[src/rtl/reg_bank_loader.sv]
// reg_bank_loader: streams upstream words into a one-hot addressed register bank.
// A sequence starts in IDLE on start (length sampled from len, 0 or >64 means 64).
// In LOAD every valid/ready handshake without abort produces, one cycle later, a
// write strobe (en one-hot at the current pointer, cs=1, din=captured word).
// After the last word the FSM spends one FLUSH cycle (final strobe) and one DONE
// cycle (done pulse) before returning to IDLE. abort in LOAD drops back to IDLE.
// Ports:
//   clk, rst_n        clock, asynchronous active-low reset
//   start, len        sequence start and requested length (sampled in IDLE)
//   abort             terminates an active load
//   s_valid, s_data   upstream word stream
//   s_ready           registered: high only while in LOAD
//   en, cs, din       registered bank write strobe, chip select and data
//   busy, done        registered: in progress (LOAD/FLUSH), completion pulse
module reg_bank_loader #(
  parameter int unsigned DATA_WIDTH = 16,
  parameter int unsigned NUM_REGS   = 64
) (
  input  logic                  clk,
  input  logic                  rst_n,
  input  logic                  start,
  input  logic [6:0]            len,
  input  logic                  abort,
  input  logic                  s_valid,
  input  logic [DATA_WIDTH-1:0] s_data,
  output logic                  s_ready,
  output logic [NUM_REGS-1:0]   en,
  output logic                  cs,
  output logic [DATA_WIDTH-1:0] din,
  output logic                  busy,
  output logic                  done
);

  localparam int unsigned PTR_W = 6;
  localparam int unsigned LEN_W = 7;

  typedef enum logic [1:0] {
    IDLE  = 2'd0,
    LOAD  = 2'd1,
    FLUSH = 2'd2,
    DONE  = 2'd3
  } state_t;

  state_t             state;
  logic [PTR_W-1:0]   ptr;
  logic [LEN_W-1:0]   len_q;

  logic               hs_c;
  logic               last_c;
  logic [LEN_W-1:0]   eff_len_c;

  // s_ready is a registered copy of "state is LOAD", so it qualifies the handshake.
  assign hs_c      = s_ready && s_valid && !abort;
  assign last_c    = ({1'b0, ptr} == (len_q - LEN_W'(1)));
  assign eff_len_c = ((len == '0) || (len > LEN_W'(NUM_REGS))) ? LEN_W'(NUM_REGS) : len;

  // Sequence FSM with all outputs registered.
  always_ff @(posedge clk or negedge rst_n) begin
    if (!rst_n) begin
      state   <= IDLE;
      ptr     <= '0;
      len_q   <= LEN_W'(NUM_REGS);
      s_ready <= 1'b0;
      en      <= '0;
      cs      <= 1'b0;
      din     <= '0;
      busy    <= 1'b0;
      done    <= 1'b0;
    end else begin
      en   <= '0;
      cs   <= 1'b0;
      done <= 1'b0;

      // Strobe for the word accepted on the previous cycle.
      if (hs_c) begin
        en  <= NUM_REGS'(1) << ptr;
        cs  <= 1'b1;
        din <= s_data;
      end

      case (state)
        IDLE: begin
          if (start) begin
            state   <= LOAD;
            ptr     <= '0;
            len_q   <= eff_len_c;
            s_ready <= 1'b1;
            busy    <= 1'b1;
          end
        end
        LOAD: begin
          if (abort) begin
            state   <= IDLE;
            s_ready <= 1'b0;
            busy    <= 1'b0;
          end else if (s_valid) begin
            // Pointer stops at the last index so it never wraps past 63.
            if (last_c) begin
              state   <= FLUSH;
              s_ready <= 1'b0;
            end else begin
              ptr <= ptr + PTR_W'(1);
            end
          end
        end
        FLUSH: begin
          state <= DONE;
          busy  <= 1'b0;
          done  <= 1'b1;
        end
        DONE: begin
          state <= IDLE;
        end
        default: begin
          state <= IDLE;
        end
      endcase
    end
  end

endmodule
[config.mk]
export PLATFORM = sky130hd
export DESIGN_NAME = reg_bank_loader
export DESIGN_NICKNAME = d
export VERILOG_FILES = /design/src/rtl/reg_bank_loader.sv
export SDC_FILE = /design/constraint.sdc
export NUM_CORES = 1
export LEC_CHECK = 0
export ABC_AREA = 0
export BUFFER_PORTS_ARGS = -buffer_cell sky130_fd_sc_hd__clkbuf_2
export CORE_MARGIN = 8
export CORE_UTILIZATION = 50
export CTS_CLUSTER_DIAMETER = 30
export DETAILED_ROUTE_END_ITERATION = 6
export GPL_TIMING_DRIVEN = 0
export PLACE_DENSITY = 0.77
export SYNTH_ARGS = -nofsm -noshare
export SYNTH_HDL_FRONTEND = slang
export SYNTH_SLANG_ARGS = --single-unit
[constraint.sdc]
create_clock -name clk -period 4.3 [get_ports clk]
set_input_delay 0.215 -clock clk [delete_from_list [all_inputs] [get_ports clk]]
set_output_delay 0.215 -clock clk [all_outputs]
set_load 0.1 [all_outputs]
==> results by group, run 1 <==
Timing
  • Setup_tns: 0 ns
  • Final hold violations: 0
  • Pins Over Slew Limit: 0
  • Final worst slack: 2.18 ns
  • RSZ-0062 raised after global routing: no
  • Slew HR: 61.3%
  • Max Clock Freq: 471 MHz
  • Final setup fails: 0
  • Final clock period utilization by the worst path: 49.4%
  • Skew final: 0.00804 ns
  • Final worst path period need: 2.12 ns
  • Worst Max-Slew Pin Slew: 0.581 ns

Global route
  • Initial antenna violation count: 0
  • Global route overflow: 0
  • Vias in the first global route: 2975
  • Gr usage total: 16.0%
  • Largest net degree at the start of global routing: 59
  • First-pass GRT wire length: 14.3 mm

Yosys
  • Synthesized flop and latch total: 99
  • Average cell area after synthesis: 10.5 um^2
  • Yosys cell types: 42
  • Syn Inst Count: 364
  • Number of synthesized flops with an enable pin: 0
  • Sequential-to-total area share from yosys stat: 64.5%
  • Dominant cell type by area after synthesis: dfrtp_1
  • Async SR Flop Fraction: 100%
  • Share of the synthesized area in the top cell type: 63.9%
  • Post-synthesis net count: 403
  • Ranking of synthesized cells by area: dfrtp_1 (64%), nand2_1 (7.3%), nor2_1 (6.8%)
  • Yosys synthesis warning count: 0
  • Synthesized cell area: 3840 um^2
  • Ys flop type: dfrtp_1

Floorplanning
  • Die Span Y: 104 um
  • Die Width: 104 um
  • IO Pins: 112
  • Core area: 7570 um^2
  • DIE AREA: 10700 um^2
  • Rows: 32
  • Initial Util: 50.7%

Power
  • Peak supply drop: 0.520 mV
  • Power Density: 647 nW/um^2
  • P_leak: 2.55 nW
  • Total power: 3.09 mW

Critical path
  • Buf+Inv Stages, Crit Path: 2
  • Critical Path Start Type: flip-flop
  • Worst Setup End Kind: flip-flop
  • Crit-path max cell delay: 0.41 ns
  • CP required: 4.58 ns
  • Slowest cell on the critical path: dfrtp_1
  • CP arrival: 2.40 ns
  • CP cell instances: inv_1 -> ha_1 -> and3b_1 -> o21a_1 -> o311a_1 -> buf_2 -> a21boi_1 -> mux2i_1
  • Critical path type: reg -> reg
  • CP max FO: 9
  • Crit path max-delay family: compound AO/OA/AOI/OAI gates

Placed design
  • RD Place Congestion: 0.810
  • I/O Buffers: 111
  • Dpl ws: 2.20 ns
  • Detailed-placement wirelength estimate: 6.33 mm
  • Area post-placement: 4550 um^2

Routing
  • Drt via density: 4.80
  • Initial DRC count: 115
  • Post-DRT Antenna Nets: 0
  • Post-route DRC: 0
  • Drt first pass iters: 4
  • WL per Instance: 14.4 um
  • Detailed-route via count: 2858
  • WL final: 8.55 mm

Layout
  • Area of the multi-input gates: 1260 um^2
  • Area Growth Syn to Fin: 24.4%
  • Post-route cell area: 4780 um^2
  • Reg area: 2480 um^2
  • Final net count: 527
  • Layout cells sized above 1: 27.8%
  • Layout fillers: 653
  • N_diodes: 0

Clock tree
  • Post-cts resize count: 0
  • Root buffer selected by CTS: clkbuf_8
  • CTS Buf Count: 9
  • Htree depth: 3
  • Worst skew pair latency: 0.36 ns
  • CTS max path bufs: 2
  • Clock sink total: 99
  • CTS tree: built
  • Clock-pin slew on the worst setup and hold paths: 0.11 ns

Min path
  • Hold WC Path Type: in -> reg

Job
  • Max_cap viols: 0

Run status
  • Status: completed
[path summary, 6_finish.rpt]
path | start | end | slack [ns] | cells past startpoint
max in group asynchronous | rst_n | en[33] | 3.22 | 3
worst min-delay path | s_data[13] | din[13] | 0.04 | 3
worst min register to register | din[13] | din[13] | 0.49 | 2
worst max register to register | len_q[0] | ptr[2] | 2.18 | 8
worst max-delay path | len_q[0] | ptr[2] | 2.18 | 8
min in group asynchronous | rst_n | en[57] | 0.42 | 2
[synth_stat cells, drive strengths merged, types with 2 or more instances]
library cell  count
o211ai            2
nand2            75
nand2b           13
mux2i             4
clkbuf            9
o21ai            10
o21a              2
ha               11
nand3             5
buf               5
xor2              3
a211oi            2
nand4             4
dfrtp            98
a21oi             6
nor2b             4
xnor2             3
o31ai             2
or2               3
inv              10
nor2             70
nor3              5
[metal layers]
| layer | GRT usage [%] | routed length, um |
|---|---|---|
| met5 | 0 | 0 |
| met4 | 4.83 | 102 |
| met3 | 5.76 | 727 |
| met2 | 25.5 | 3930 |
| met1 | 20.0 | 3790 |
[through the flow]
stage               util, %  std cells  hold WS [ns]
floorplan                 -        364       -0.0806
CTS                    63.1        595        0.0235
detailed placement     60.2        578         0.276
global route           63.1        595        0.0313
global placement       59.8        577         0.405
finish                 63.1        595        0.0352
[cells by family after synthesis]
family,count (synthesis),share of synthesized area (%)
compound gates,34,5.83
simple gates,186,21.0
flops,99,64.5
mux,4,1.04
buf+inv,24,2.67
xor+xnor,6,1.37
fa+ha+maj,11,3.58
[registers in the layout, indices dropped and copies added, names as in the netlist, named ones only]
signal   cells
busy         1
cs           1
din         16
done         1
en          64
len_q        7
ptr          6
s_ready      1
state        1
[repair_timing]
item | in CTS | in global routing
hold buffers | 1 | 0
hold endpoints to repair | 40 | 0
setup buffers | 0 | 0
[where the power goes]
part           internal (mW)  switching [mW]  leakage, nW
Sequential              1.06          0.0989         1.34
Combinational          0.283            1.04         1.10
Clock                  0.240           0.370        0.107
Total                   1.58            1.51         2.55
[final cells by class]
cell class | instances | share of cell area, %
Buffer | 14 | 1.36
Clock buffer | 9 | 2.59
Clock inverter | 7 | 1.86
Tap cell | 102 | 2.67
Inverter | 10 | 0.786
Multi-Input combinational cell | 241 | 26.4
Sequential cell | 99 | 51.9
Timing Repair Buffer | 113 | 12.5
[worst min-delay path: stages]
cell      delay [ns]
clkbuf_2        0.07
nand2_1         0.04
nand2_1         0.04
[placed cells by master, fill, tap and decap left out, types with 3 or more instances in the layout]
master    count
inv_1        10
clkbuf_1      9
xor2_1        3
clkbuf_8      9
a21oi_1       6
nand2_1      75
nand4_1       4
nand3_1       5
nor2_1       70
o21ai_0      10
buf_2         4
clkbuf_2    110
dfrtp_1      98
nand2b_1     13
nor3_1        5
mux2i_1       4
xnor2_1       3
ha_1         11
nor2b_1       4
No activity file was read; power rests on OpenSTA's default activity.
==> run 2, diff against run 1 <==
- clock period: 4.3 -> 2.2 ns (I/O delays scaled with it)
==> run 2 against run 1 <==
Clock skew decreased by 0.0034 ns. Global-route usage up 0.71 points. Power is 97% higher. Cell area is 4.4% higher. First-iteration DRC count fell by 3.5%. Setup slack worse by 2.1 ns. Maximum frequency rose by 2.4%. Critical path type unchanged.
==> results by group, run 2 (synthesis gave the netlist of run 1 again) <==
Placed design
  • RD Place Congestion: 0.810
  • Detailed-placement wirelength estimate: 6.33 mm
  • Dpl ws: 0.0966 ns
  • I/O Buffers: 111
  • Area post-placement: 4550 um^2

Routing
  • Post-route DRC: 0
  • WL per Instance: 14.4 um
  • Drt first pass iters: 4
  • WL final: 8.84 mm
  • Post-DRT Antenna Nets: 0
  • Initial DRC count: 111
  • Drt via density: 4.77
  • Detailed-route via count: 2933

Layout
  • End-of-flow core utilization: 65.9%
  • Layout cells sized above 1: 27.1%
  • Highest-count cells in the layout ignoring fill and taps: clkbuf_2 (110), dfrtp_1 (98), nand2_1 (75), nor2_1 (70), dlygate4sd3_1 (21)
  • Area Growth Syn to Fin: 29.8%
  • Post-route cell area: 4980 um^2
  • Commonest non-fill, non-tap cell in the layout: clkbuf_2
  • Top reg by flops: en
  • Layout fillers: 626
  • Largest register FFs: 64
  • Final net count: 547
  • N_diodes: 0
  • Largest regs: en (64), din (16), len_q (7)

Clock tree
  • Root buffer selected by CTS: clkbuf_8
  • CTS tree: built
  • CTS max path bufs: 2
  • Htree depth: 3
  • Clock sink total: 99
  • Worst skew pair latency: 0.36 ns
  • Postcts setup bufs: 0
  • CTS Buf Count: 9
  • Clock-pin slew on the worst setup and hold paths: 0.11 ns

Floorplanning
  • Rows: 32
  • Die Span Y: 104 um
  • Initial Util: 50.7%
  • IO Pins: 112
  • Die Width: 104 um
  • Core area: 7570 um^2
  • DIE AREA: 10700 um^2

Power
  • NetSw: 2.97 mW
  • Peak supply drop: 1.18 mV
  • P_leak: 2.64 nW
  • Combinational group share of total power: 43.1%
  • Clock share of power: 19.6%
  • Int Power: 3.13 mW
  • Seq pwr share: 37.3%
  • Switching share of power: 48.7%
  • Power Density: 1220 nW/um^2

Timing
  • Pins Over Slew Limit: 0
  • WHS: 0.0106 ns
  • Setup_tns: 0 ns
  • RSZ-0062 raised after global routing: no
  • Slew HR: 61.1%
  • Final clock period utilization by the worst path: 94.3%
  • Max Clock Freq: 482 MHz
  • Worst Max-Slew Pin Slew: 0.584 ns
  • Final worst path period need: 2.08 ns
  • Skew final: 0.00463 ns
  • Final hold violations: 0
  • Final setup fails: 0
  • Final worst slack: 0.125 ns

Job
  • Max_cap viols: 0

Run status
  • Status: completed

Critical path
  • Critical Path Start Type: flip-flop
  • CP required: 2.47 ns
  • Worst Setup End Kind: flip-flop
  • CP arrival: 2.35 ns
  • Reg-to-reg critical path startpoint: len_q[0]
  • Critical path type: reg -> reg
  • CP max FO: 9
  • CP Launch Point: len_q[0]

Min path
  • Hold WC Path Type: in -> reg
  • Hold path start: len[2]

Global route
  • Gr usage total: 16.7%
  • Global route overflow: 0
  • Largest net degree at the start of global routing: 59
  • First-pass GRT wire length: 15.0 mm
  • Initial antenna violation count: 0
  • Vias in the first global route: 3061
## run 2: stage by stage
step,cells,power [mW]
2_1_floorplan,364,4.38
3_3_place_gp,577,4.83
3_5_place_dp,578,4.89
4_1_cts,615,6.12
5_1_grt,615,6.41
6_report,615,6.10
## run 2: worst max-delay path: stages (launching register included)
cell	delay [ns]
dfrtp_1	0.41
inv_1	0.06
ha_2	0.21
and3b_1	0.18
o21a_1	0.18
o311a_1	0.33
clkbuf_4	0.19
a31o_1	0.23
a211oi_1	0.20
## run 2: power groups by stage
stage / clock network [mW] / registers (mW) / logic [mW]
6_report: 1.19 / 2.28 / 2.63
5_1_grt: 1.29 / 2.32 / 2.80
4_1_cts: 1.22 / 2.27 / 2.63
3_5_place_dp: 0 / 2.30 / 2.59
3_3_place_gp: 0 / 2.30 / 2.53
2_1_floorplan: 0 / 3.53 / 0.849
## run 2: layer usage
metal / vias to the layer above / routed length (um) / GRT usage, %
met5: - / 0 / 0
met4: 0 / 102 / 4.83
met3: 11 / 690 / 5.70
met2: 94 / 4160 / 27.5
met1: 1369 / 3890 / 20.4
li1: 1459 / - / -
## run 2: layout make-up
class	count	area [um^2]	share of cell area (%)
clock buffer	9	124	2.48
clock inverter	7	88.8	1.78
multi-input combinational	241	1260	25.4
buffer	14	67.6	1.36
tap	102	128	2.56
sequential	99	2480	49.7
inverter	10	37.5	0.753
timing repair buffer	133	796	16.0
## run 2: final timing paths
| kind | to | slack [ns] | cells after the start |
|---|---|---|---|
| max in group asynchronous | ptr[1] | 1.22 | 3 |
| min in group asynchronous | en[57] | 0.32 | 2 |
| min | len_q[2] | 0.01 | 3 |
| max reg2reg | state[0] | 0.12 | 8 |
| max | state[0] | 0.12 | 8 |
| min reg2reg | din[13] | 0.49 | 2 |
## run 2: repair_timing
action	4_1_cts	5_1_grt
resized for setup	0	3
endpoints found under the setup margin	0	4
hold buffers	21	0
hold endpoints to repair	60	0
==> run 3, diff against run 2 <==
- BUFFER_PORTS_ARGS: -buffer_cell sky130_fd_sc_hd__clkbuf_2 -> -buffer_cell sky130_fd_sc_hd__buf_4
- CORE_ASPECT_RATIO: default -> 0.9
- SKIP_LAST_GASP: default -> 1
==> run 3 against run 2 <==
The run now ends with hold timing left. Sequential cell count is the same. Global-route usage rose by 0.89 points. Sequential share of layout area down 1.9 points. Via count increased by 2.1%. Cell area is 3.9% higher. Critical endpoint unchanged.
==> results by group, run 3 (synthesis gave the netlist of run 1 again) <==
Job
  • Max_cap viols: 0

Layout
  • Largest register FFs: 64
  • Top reg by flops: en
  • Final net count: 544
  • Area of the multi-input gates: 1260 um^2
  • Highest-count cells in the layout ignoring fill and taps: buf_4 (113), dfrtp_1 (98), nand2_1 (75), nor2_1 (70), dlygate4sd3_1 (17)
  • Commonest non-fill, non-tap cell in the layout: buf_4
  • N_diodes: 0
  • Layout fillers: 574
  • Fin cells: 606
  • Layout cells sized above 1: 27.3%
  • Largest regs: en (64), din (16), len_q (7)
  • Reg area: 2480 um^2
  • Area Growth Syn to Fin: 34.8%

Timing
  • Pins Over Slew Limit: 0
  • RSZ-0062 raised after global routing: no
  • Max Clock Freq: 488 MHz
  • Final hold violations: 47
  • WHS: -0.0219 ns
  • Worst Max-Slew Pin Slew: 1.16 ns
  • Final setup fails: 0
  • Slew HR: 22.8%
  • Setup_tns: 0 ns
  • Skew final: 0.0125 ns
  • Final worst path period need: 2.05 ns
  • Final clock period utilization by the worst path: 93.2%

Placed design
  • Cells after DPL: 571
  • RD Place Congestion: 0.824
  • Detailed-placement wirelength estimate: 6.60 mm
  • I/O Buffers: 111

Critical path
  • Slowest cell on the critical path: dfrtp_1
  • Critical path type: reg -> reg
  • CP max FO: 9
  • CP Launch Point: len_q[0]
  • Worst Setup End Kind: flip-flop
  • Reg-to-reg critical path startpoint: len_q[0]
  • Crit-path max cell delay: 0.38 ns
  • CP required: 2.48 ns
  • Critical Path Start Type: flip-flop
  • CP cell instances: inv_1 -> ha_1 -> and3b_1 -> o21a_1 -> o311a_1 -> buf_2 -> a31o_1 -> a211oi_1
  • CP arrival: 2.33 ns

Clock tree
  • CTS tree: built
  • Clock sink total: 99
  • Root buffer selected by CTS: clkbuf_8
  • Clock-pin slew on the worst setup and hold paths: 0.11 ns
  • CTS max path bufs: 2
  • Htree depth: 3
  • Worst skew pair latency: 0.36 ns
  • CTS Buf Count: 9

Routing
  • Post-route DRC: 0
  • Drt via density: 4.94
  • Detailed-route via count: 2994
  • Drt first pass iters: 4
  • Initial DRC count: 152
  • WL final: 9.09 mm
  • WL per Instance: 15.0 um
  • Post-DRT Antenna Nets: 0

Power
  • Seq pwr share: 36.8%
  • Int Power: 3.22 mW
  • NetSw: 2.94 mW
  • P_leak: 2.69 nW
  • Switching share of power: 47.7%
  • Clock share of power: 18.3%
  • Peak supply drop: 0.831 mV
  • Combinational group share of total power: 44.9%
  • Power Density: 1190 nW/um^2

Floorplanning
  • Die Width: 108 um
  • DIE AREA: 10700 um^2
  • Core area: 7510 um^2
  • Initial Util: 51.2%
  • Die Span Y: 99.1 um
  • IO Pins: 112
  • Rows: 30

Global route
  • First-pass GRT wire length: 15.1 mm
  • Global route overflow: 0
  • Initial antenna violation count: 0
  • Largest net degree at the start of global routing: 100
  • Gr usage total: 17.6%
  • Vias in the first global route: 3030

Run status
  • Failing checks: hold timing
  • Status: complete, but fails checks

Min path
  • Hold WC Path Type: in -> async
[run 3: cell types whose count changed in the layout (fill, tap and decap cells not counted), sizes merged]
| cell | before | now |
|---|---|---|
| inv | 15 | 13 |
| clkinvlp | 0 | 2 |
| buf | 5 | 118 |
| clkbuf | 130 | 18 |
| dlygate4sd3 | 21 | 17 |
[run 3: power groups by stage]
| stage | Sequential, mW | Combinational (mW) | Clock, mW |
|---|---|---|---|
| 2_1_floorplan | 3.53 | 0.849 | 0 |
| 3_3_place_gp | 2.29 | 2.67 | 0 |
| 5_1_grt | 2.31 | 2.95 | 1.22 |
| 3_5_place_dp | 2.31 | 2.72 | 0 |
| 4_1_cts | 2.27 | 2.76 | 1.15 |
| 6_report | 2.27 | 2.77 | 1.13 |
[run 3: stage by stage]
stage	setup WS [ns]	cell area [um^2]	utilization, %	total power [mW]
2_1_floorplan	0.0960	3840	-	4.38
6_report	0.149	5180	69.0	6.16
5_1_grt	0.00805	5180	69.0	6.48
3_3_place_gp	0.147	4790	63.8	4.96
3_5_place_dp	0.0678	4790	63.8	5.03
4_1_cts	0.0438	5160	68.7	6.18
[run 3: cell type report]
type                       count  share of cell area [%]
inverter                      10                   0.725
tap                           96                    2.32
timing repair buffer         130                    19.7
multi-input combinational    241                    24.4
clock inverter                 7                    1.38
clock buffer                   9                    2.39
sequential                    99                    47.9
buffer                        14                    1.26
[run 3: worst paths after layout]
check	endpoint	slack, ns	cells past startpoint
max in group asynchronous	en[21]	1.50	1
worst min register to register	din[1]	0.48	2
worst min-delay path	ptr[1]	-0.02	1
min in group clk	len_q[4]	0.01	3
worst max register to register	state[0]	0.15	8
worst max-delay path	state[0]	0.15	8
[run 3: what timing repair did]
action / CTS / global route
hold buffers: 17 / 0
buffers inserted: 0 / 2
hold endpoints to repair: 17 / 0
endpoints found under the setup margin: 0 / 5
gates resized for setup: 0 / 1
[run 3: per-layer routing]
layer  share of wire [%]  GRT usage (%)  vias up
met5                   0              0        -
met4                 1.4           6.41        0
met3                 8.4           4.78       11
met2                  47           27.5      103
met1                  43           22.9     1429
li1                    -              -     1451
[run 3: critical path: cells and delay by family (launching register included)]
family,cells,cell delay (ns)
compound gates,4,0.92
flops,1,0.38
fa+ha+maj,1,0.24
buf+inv,2,0.23
simple gates,1,0.19
